==> src/rtl/sd_pkg.sv <==
// Types and constants shared by the SD command transmit and response receive paths.
// The CRC7 polynomial is x^7 + x^3 + 1, written without the implicit x^7 term.
package sd_pkg;

  typedef enum logic [1:0] {IDLE, WAIT, RECV, DONE} sd_rsp_state_t;

  localparam logic [6:0] SD_CRC7_POLY = 7'h09;
  localparam int         SD_FRAME_LEN = 48;

  typedef struct packed {
    logic [5:0]  cmd;
    logic [31:0] arg;
    logic        crc_err;
    logic        frm_err;
    logic        timeout;
  } sd_rsp_t;

endpackage

==> src/rtl/sd_rsp_rx_if.sv <==
// Response receiver handshake: arm/config from the controller, CMD line from the card,
// and the decoded response presented back to the register interface.
interface sd_rsp_rx_if;

  logic        arm;
  logic        crc_chk;
  logic        i_sd_cmd;
  logic        busy;
  logic        rsp_valid;
  logic [5:0]  rsp_cmd;
  logic [31:0] rsp_arg;
  logic        rsp_crc_err;
  logic        rsp_frm_err;
  logic        rsp_timeout;

  modport master (
    output arm, crc_chk, i_sd_cmd,
    input  busy, rsp_valid, rsp_cmd, rsp_arg, rsp_crc_err, rsp_frm_err, rsp_timeout
  );

  modport slave (
    input  arm, crc_chk, i_sd_cmd,
    output busy, rsp_valid, rsp_cmd, rsp_arg, rsp_crc_err, rsp_frm_err, rsp_timeout
  );

endinterface

==> src/rtl/sd_crc7.sv <==
// Serial CRC7 (x^7 + x^3 + 1), one bit per clock, MSB first; clr has priority over en.
// Result is visible on crc the cycle after the last enabled bit.
module sd_crc7
  import sd_pkg::*;
(
  input  logic       clk,
  input  logic       rst,
  input  logic       clr,
  input  logic       en,
  input  logic       din,
  output logic [6:0] crc
);

  logic [6:0] crc_q, crc_d;
  logic       fb;

  always_comb begin
    fb    = din ^ crc_q[6];
    crc_d = crc_q;
    if (clr) begin
      crc_d = '0;
    end else if (en) begin
      crc_d = {crc_q[5:0], 1'b0} ^ (fb ? SD_CRC7_POLY : 7'h00);
    end
  end

  always_ff @(posedge clk or negedge rst) begin
    if (!rst) begin
      crc_q <= '0;
    end else begin
      crc_q <= crc_d;
    end
  end

  assign crc = crc_q;

endmodule

==> src/rtl/sd_rsp_rx.sv <==
// SD CMD-line 48-bit response receiver: start/NCR timeout detection, shift-in, CRC7 and framing checks.
// rsp_valid pulses one edge after the end bit (or NCR_MAX+1 edges after arm on timeout); results hold until the next arm.
module sd_rsp_rx
  import sd_pkg::*;
#(
  parameter int NCR_MAX   = 64,
  parameter int FRAME_LEN = SD_FRAME_LEN
) (
  input  logic        clk,
  input  logic        rst,
  sd_rsp_rx_if.slave  rx
);

  localparam int NCW = $clog2(NCR_MAX + 1);

  sd_rsp_state_t        state_q, state_d;
  logic [5:0]           bit_cnt_q, bit_cnt_d;
  logic [NCW-1:0]       ncr_cnt_q, ncr_cnt_d;
  logic [FRAME_LEN-1:0] sr_q, sr_d;
  logic                 to_q, to_d;
  logic                 vld_q, vld_d;
  sd_rsp_t              res_q, res_d;
  logic                 crc_clr, crc_en;
  logic [6:0]           crc;

  sd_crc7 u_crc7 (
    .clk (clk),
    .rst (rst),
    .clr (crc_clr),
    .en  (crc_en),
    .din (rx.i_sd_cmd),
    .crc (crc)
  );

  always_comb begin
    state_d   = state_q;
    bit_cnt_d = bit_cnt_q;
    ncr_cnt_d = ncr_cnt_q;
    sr_d      = sr_q;
    to_d      = to_q;
    vld_d     = 1'b0;
    res_d     = res_q;
    crc_clr   = 1'b0;
    crc_en    = 1'b0;

    case (state_q)
      IDLE: ;
      WAIT: begin
        if (!rx.i_sd_cmd) begin
          // Start bit is bit 47; it is zero so it leaves the cleared CRC unchanged.
          state_d   = RECV;
          bit_cnt_d = 6'd1;
          sr_d      = {sr_q[FRAME_LEN-2:0], rx.i_sd_cmd};
          crc_clr   = 1'b1;
        end else if (ncr_cnt_q == NCW'(NCR_MAX - 1)) begin
          state_d = DONE;
          to_d    = 1'b1;
        end else begin
          ncr_cnt_d = ncr_cnt_q + NCW'(1);
        end
      end
      RECV: begin
        sr_d      = {sr_q[FRAME_LEN-2:0], rx.i_sd_cmd};
        bit_cnt_d = bit_cnt_q + 6'd1;
        crc_en    = (bit_cnt_q < 6'(FRAME_LEN - 8));
        if (bit_cnt_q == 6'(FRAME_LEN - 1)) begin
          state_d = DONE;
        end
      end
      DONE: begin
        vld_d   = 1'b1;
        state_d = IDLE;
        res_d   = '0;
        if (to_q) begin
          res_d.timeout = 1'b1;
        end else begin
          res_d.cmd     = sr_q[45:40];
          res_d.arg     = sr_q[39:8];
          res_d.crc_err = rx.crc_chk && (crc != sr_q[7:1]);
          // The start bit is zero by construction; checking it alongside the others is free.
          res_d.frm_err = sr_q[47] | sr_q[46] | ~sr_q[0];
        end
      end
      default: ;
    endcase

    // A new arm restarts the receiver; a response finishing this very cycle is still reported.
    if (rx.arm) begin
      state_d   = WAIT;
      bit_cnt_d = '0;
      ncr_cnt_d = '0;
      sr_d      = '0;
      to_d      = 1'b0;
      crc_clr   = 1'b1;
      crc_en    = 1'b0;
      if (state_q != DONE) begin
        res_d = '0;
      end
    end
  end

  always_ff @(posedge clk or negedge rst) begin
    if (!rst) begin
      state_q   <= IDLE;
      bit_cnt_q <= '0;
      ncr_cnt_q <= '0;
      sr_q      <= '0;
      to_q      <= 1'b0;
      vld_q     <= 1'b0;
      res_q     <= '0;
    end else begin
      state_q   <= state_d;
      bit_cnt_q <= bit_cnt_d;
      ncr_cnt_q <= ncr_cnt_d;
      sr_q      <= sr_d;
      to_q      <= to_d;
      vld_q     <= vld_d;
      res_q     <= res_d;
    end
  end

  assign rx.busy        = (state_q != IDLE) && !vld_q;
  assign rx.rsp_valid   = vld_q;
  assign rx.rsp_cmd     = res_q.cmd;
  assign rx.rsp_arg     = res_q.arg;
  assign rx.rsp_crc_err = res_q.crc_err;
  assign rx.rsp_frm_err = res_q.frm_err;
  assign rx.rsp_timeout = res_q.timeout;

endmodule

==> src/flat_wrapper.sv <==
// flat-port wrapper written by rule: the top's interface ports become plain ports
module sd_rsp_rx_flat import sd_pkg::*;
#(
  parameter int NCR_MAX   = 64,
  parameter int FRAME_LEN = SD_FRAME_LEN
)
  (clk, rst, rx_arm, rx_crc_chk, rx_i_sd_cmd, rx_busy, rx_rsp_valid, rx_rsp_cmd, rx_rsp_arg, rx_rsp_crc_err, rx_rsp_frm_err, rx_rsp_timeout);
  sd_rsp_rx_if rx_i ();
  input  logic clk;
  input  logic rst;
  input wire logic [$bits(rx_i.arm)-1:0] rx_arm;
  input wire logic [$bits(rx_i.crc_chk)-1:0] rx_crc_chk;
  input wire logic [$bits(rx_i.i_sd_cmd)-1:0] rx_i_sd_cmd;
  output wire logic [$bits(rx_i.busy)-1:0] rx_busy;
  output wire logic [$bits(rx_i.rsp_valid)-1:0] rx_rsp_valid;
  output wire logic [$bits(rx_i.rsp_cmd)-1:0] rx_rsp_cmd;
  output wire logic [$bits(rx_i.rsp_arg)-1:0] rx_rsp_arg;
  output wire logic [$bits(rx_i.rsp_crc_err)-1:0] rx_rsp_crc_err;
  output wire logic [$bits(rx_i.rsp_frm_err)-1:0] rx_rsp_frm_err;
  output wire logic [$bits(rx_i.rsp_timeout)-1:0] rx_rsp_timeout;
  assign rx_i.arm = rx_arm;
  assign rx_i.crc_chk = rx_crc_chk;
  assign rx_i.i_sd_cmd = rx_i_sd_cmd;
  assign rx_busy = rx_i.busy;
  assign rx_rsp_valid = rx_i.rsp_valid;
  assign rx_rsp_cmd = rx_i.rsp_cmd;
  assign rx_rsp_arg = rx_i.rsp_arg;
  assign rx_rsp_crc_err = rx_i.rsp_crc_err;
  assign rx_rsp_frm_err = rx_i.rsp_frm_err;
  assign rx_rsp_timeout = rx_i.rsp_timeout;
  sd_rsp_rx #(.NCR_MAX(NCR_MAX), .FRAME_LEN(FRAME_LEN)) u_core (.clk(clk), .rst(rst), .rx(rx_i));
endmodule
==> config.mk <==
export PLATFORM = sky130hd
export DESIGN_NAME = sd_rsp_rx_flat
export DESIGN_NICKNAME = d
export VERILOG_FILES = /design/src/rtl/sd_pkg.sv /design/src/rtl/sd_rsp_rx_if.sv /design/src/rtl/sd_crc7.sv /design/src/rtl/sd_rsp_rx.sv /design/src/flat_wrapper.sv
export SDC_FILE = /design/constraint.sdc
export NUM_CORES = 1
export LEC_CHECK = 0
export CORE_ASPECT_RATIO = 0.9
export CORE_UTILIZATION = 42
export DETAILED_ROUTE_END_ITERATION = 7
export SYNTH_ARGS = -nofsm -noshare
export SYNTH_HDL_FRONTEND = slang
export SYNTH_SLANG_ARGS = --single-unit
==> constraint.sdc <==
create_clock -name clk -period 1.9 [get_ports clk]
set_input_delay 0.285 -clock clk [delete_from_list [all_inputs] [get_ports clk]]
set_output_delay 0.285 -clock clk [all_outputs]
set_load 0.005 [all_outputs]
==> results by group, run 1 <==
Routing
  • Post-route ant nets: 0
  • Via density: about 5.2
  • Iter 0 DRT Violations: 200
  • Detailed Route WL: approximately 10 mm
  • TritonRoute pass-1 iters: 4
  • Drt drc: 0
  • Vias: about 3400
  • Routed len/inst: ~15 um

Synth
  • Ys flop type: dfrtp_1
  • Syn_nets: 454
  • Synth Area in Adders: between 1.5 and 2%
  • Cells after synthesis: 443
  • Netlist Area Pre-Place: a little under 0.005 mm^2
  • Syn Area/Cell: approximately 11 um^2
  • Sequential area share after synthesis: roughly three fifths
  • Simple-gate share of the synthesized area: 16.31%
  • Mux contribution to synthesized area: less than 1%
  • Synth Area in XOR/XNOR: ~2.9%
  • Main combinational cell family by area after synthesis: compound AO/OA/AOI/OAI gates
  • Post-synthesis cell type count: 46
  • Compound-Gate Fraction of Synth Area: 16.59%
  • Yosys Warn Count: 0
  • Number of synthesized flops with an enable pin: 0
  • Async SR Flop Fraction: between 90% and 100%
  • Synthesis-stage register bit count: 113

Timing
  • Fin Setup TNS: 0 ps
  • Max Fclk: between 500 and 600 MHz
  • # setup viols final: 0
  • Hold Violations, Final: 0
  • RSZ-0062 raised after global routing: no
  • Worst-Margin Slew: between 500 and 600 ps
  • Worst rel slew slack: between 60% and 70%
  • Min cycle time layout: roughly 1800 ps
  • Period utilization: a little over nine tenths
  • Slew Viols, Final: 0
  • Worst clock skew: 6.640 ps

CTS
  • Clk buf depth: 2
  • Sink Count: 113
  • Total CTS buffers: 17
  • Root buffer cell: clkbuf_16
  • H-tree levels: 4
  • CTS clk-pin slew, worst paths: roughly 60 ps
  • CTS tree: done
  • Clk Latency, worst-skew pair: about 400 ps

Global routing
  • Vias in the first global route: around 3500
  • First-pass GRT wire length: 16.84 mm
  • Overall global routing resource usage: a little under a fifth
  • Global route total overflow: 0
  • Initial antenna violation count: 0
  • Pin count of the biggest net entering global routing: 97

Final layout
  • Area grow syn2layout: 29.10%
  • Ant. Diodes: 0
  • Share of layout cells above drive strength 1: between 10% and 20%
  • Commonest non-fill, non-tap cells in the layout: dfrtp_1 (113), nand2_1 (53), o21ai_0 (51), nand2b_1 (48), clkdlybuf4s50_1 (44)
  • NumNets Final: 510
  • Most common cell after layout, fill and taps aside: dfrtp_1

Power
  • Lkg Pwr: about 2.7 nW
  • Max VDD drop: about 0.56 mV
  • Total power divided by cell area: roughly 1100 mW/mm^2
  • Final Power: about 6.9 mW

Place
  • Post-DP HPWL: roughly 5.7 mm
  • Final GP Congestion: roughly 0.74
  • Port bufs: 47

Floorplan
  • Initial core utilization: 43.87%
  • Row Count: 36
  • Chip width: about 120 um
  • Die H: 103.9 um
  • I/O pin cnt: 48
  • Die area: 0.01196 mm^2
  • Core region area: 0.01104 mm^2

Critical path
  • Critical path class: register to register
  • Critical Path RT: between 2000 and 2500 ps
  • Data arrival time of the worst path: about 2100 ps
  • Critical Path End Type: register
  • CP max FO: 4
  • Startpoint Class: register

Min path
  • Hold crit path type: primary input to register

Outcome
  • Outcome: finished clean

Flow run
  • MaxCap Viol Count: 0
==> critical path, cell delays in order (launching register included) <==
cell,delay [ps]
dfrtp_1,380
buf_4,150
ha_1,250
buf_4,180
or2_2,300
o2111ai_2,110
mux2_1,340
==> final timing paths <==
kind	cells after the start	slack [ps]	endpoint	start
worst min-delay path	2	330	u_core.ncr_cnt_q[2]	rx_arm
min in group asynchronous	2	390	u_core.rx.rsp_valid	rst
max in group asynchronous	3	920	u_core.rx.rsp_cmd[5]	rst
worst max-delay path	6	70	u_core.state_q[1]	u_core.state_q[0]
worst min register to register	1	490	u_core.rx.rsp_crc_err	u_core.rx.rsp_crc_err
worst max register to register	6	70	u_core.state_q[1]	u_core.state_q[0]
==> cells by family (layout without fill, tap and decap cells) <==
| group | after synthesis | after routing |
|---|---|---|
| xor+xnor | 16 | 16 |
| flops | 113 | 113 |
| buf+inv | 35 | 103 |
| fa+ha+maj | 6 | 6 |
| simple gates | 151 | 152 |
| mux | 4 | 4 |
| compound gates | 118 | 118 |
==> power breakdown <==
group          internal, mW  switching (mW)
logic                 0.403           0.644
clock network          2.22            1.13
registers              2.47          0.0480
total                  5.09            1.82
==> sequential cells by signal, summed over array words and instances (netlist names) <==
register / count
u_core.state_q: 2
u_core.ncr_cnt_q: 7
u_core.rx.rsp_crc_err: 1
u_core.to_q: 1
u_core.rx.rsp_timeout: 1
u_core.rx.rsp_cmd: 6
u_core.rx.rsp_valid: 1
u_core.rx.rsp_frm_err: 1
u_core.u_crc7.crc: 7
u_core.rx.rsp_arg: 32
u_core.sr_q: 48
u_core.bit_cnt_q: 6
==> routing by layer <==
layer | vias up | global-route usage, % | share of wire (%)
li1 | 1644 | - | -
met1 | 1706 | 25.89 | 49
met2 | 77 | 25.90 | 46
met3 | 11 | 5.070 | 4.2
met4 | 0 | 6.401 | 1.2
met5 | - | 0 | 0
==> stage by stage <==
stage	worst slack, ps	util [%]	cells	area (um^2)	hold slack, ps
after floorplan	298.6	-	443	4841	-10.59
after global placement	103.8	49.95	624	5513	274.4
after detailed placement	58.84	49.95	624	5513	279.1
after CTS	18.61	55.86	659	6165	309.9
after global routing	1.384	56.63	664	6250	336.1
final	73.73	56.63	664	6250	326.1
==> cell type report <==
class / count / area, um^2
fill: 928 / 4786
sequential: 113 / 2828
multi-input combinational: 296 / 1886
timing repair buffer: 65 / 695.7
clock buffer: 18 / 439.2
tap: 152 / 190.2
clock inverter: 14 / 188.9
inverter: 6 / 22.52
==> cells in the mapped netlist (2+ instances only) <==
master    number  share of area, %
dfrtp_1      113                58
nand2_1       53               4.1
o21ai_0       51               5.3
nand2b_1      48               6.2
a22o_1        40               7.2
nor2_1        21               1.6
clkbuf_1      14               1.1
buf_2         11               1.1
xor2_1        11               2.0
a21oi_1        8              0.83
ha_1           6               1.6
inv_1          6              0.47
nand3_1        6              0.62
nand3b_1       5              0.78
xnor2_1        5              0.90
and3_1         3              0.39
buf_4          3              0.47
mux2i_1        3              0.62
o21ai_1        3              0.31
o31ai_1        3              0.47
a211oi_1       2              0.31
a21o_1         2              0.31
nor2b_1        2              0.26
o211ai_1       2              0.31
==> repair_timing <==
item / 4_1_cts / 5_1_grt
pin swaps: 0 / 1
cloned: 0 / 3
endpoints found under the setup margin: 1 / 88
endpoints found under the hold margin: 31 / 0
setup buffers: 2 / 2
gates resized for setup: 1 / 7
hold buffers: 1 / 0
Power figures use the tool's default switching activity.
==> run 2, diff against run 1 <==
- SLEW_MARGIN: default -> 20
==> results of run 2 <==
Same layout as run 1: the final DEF is identical, and so are final timing and power.
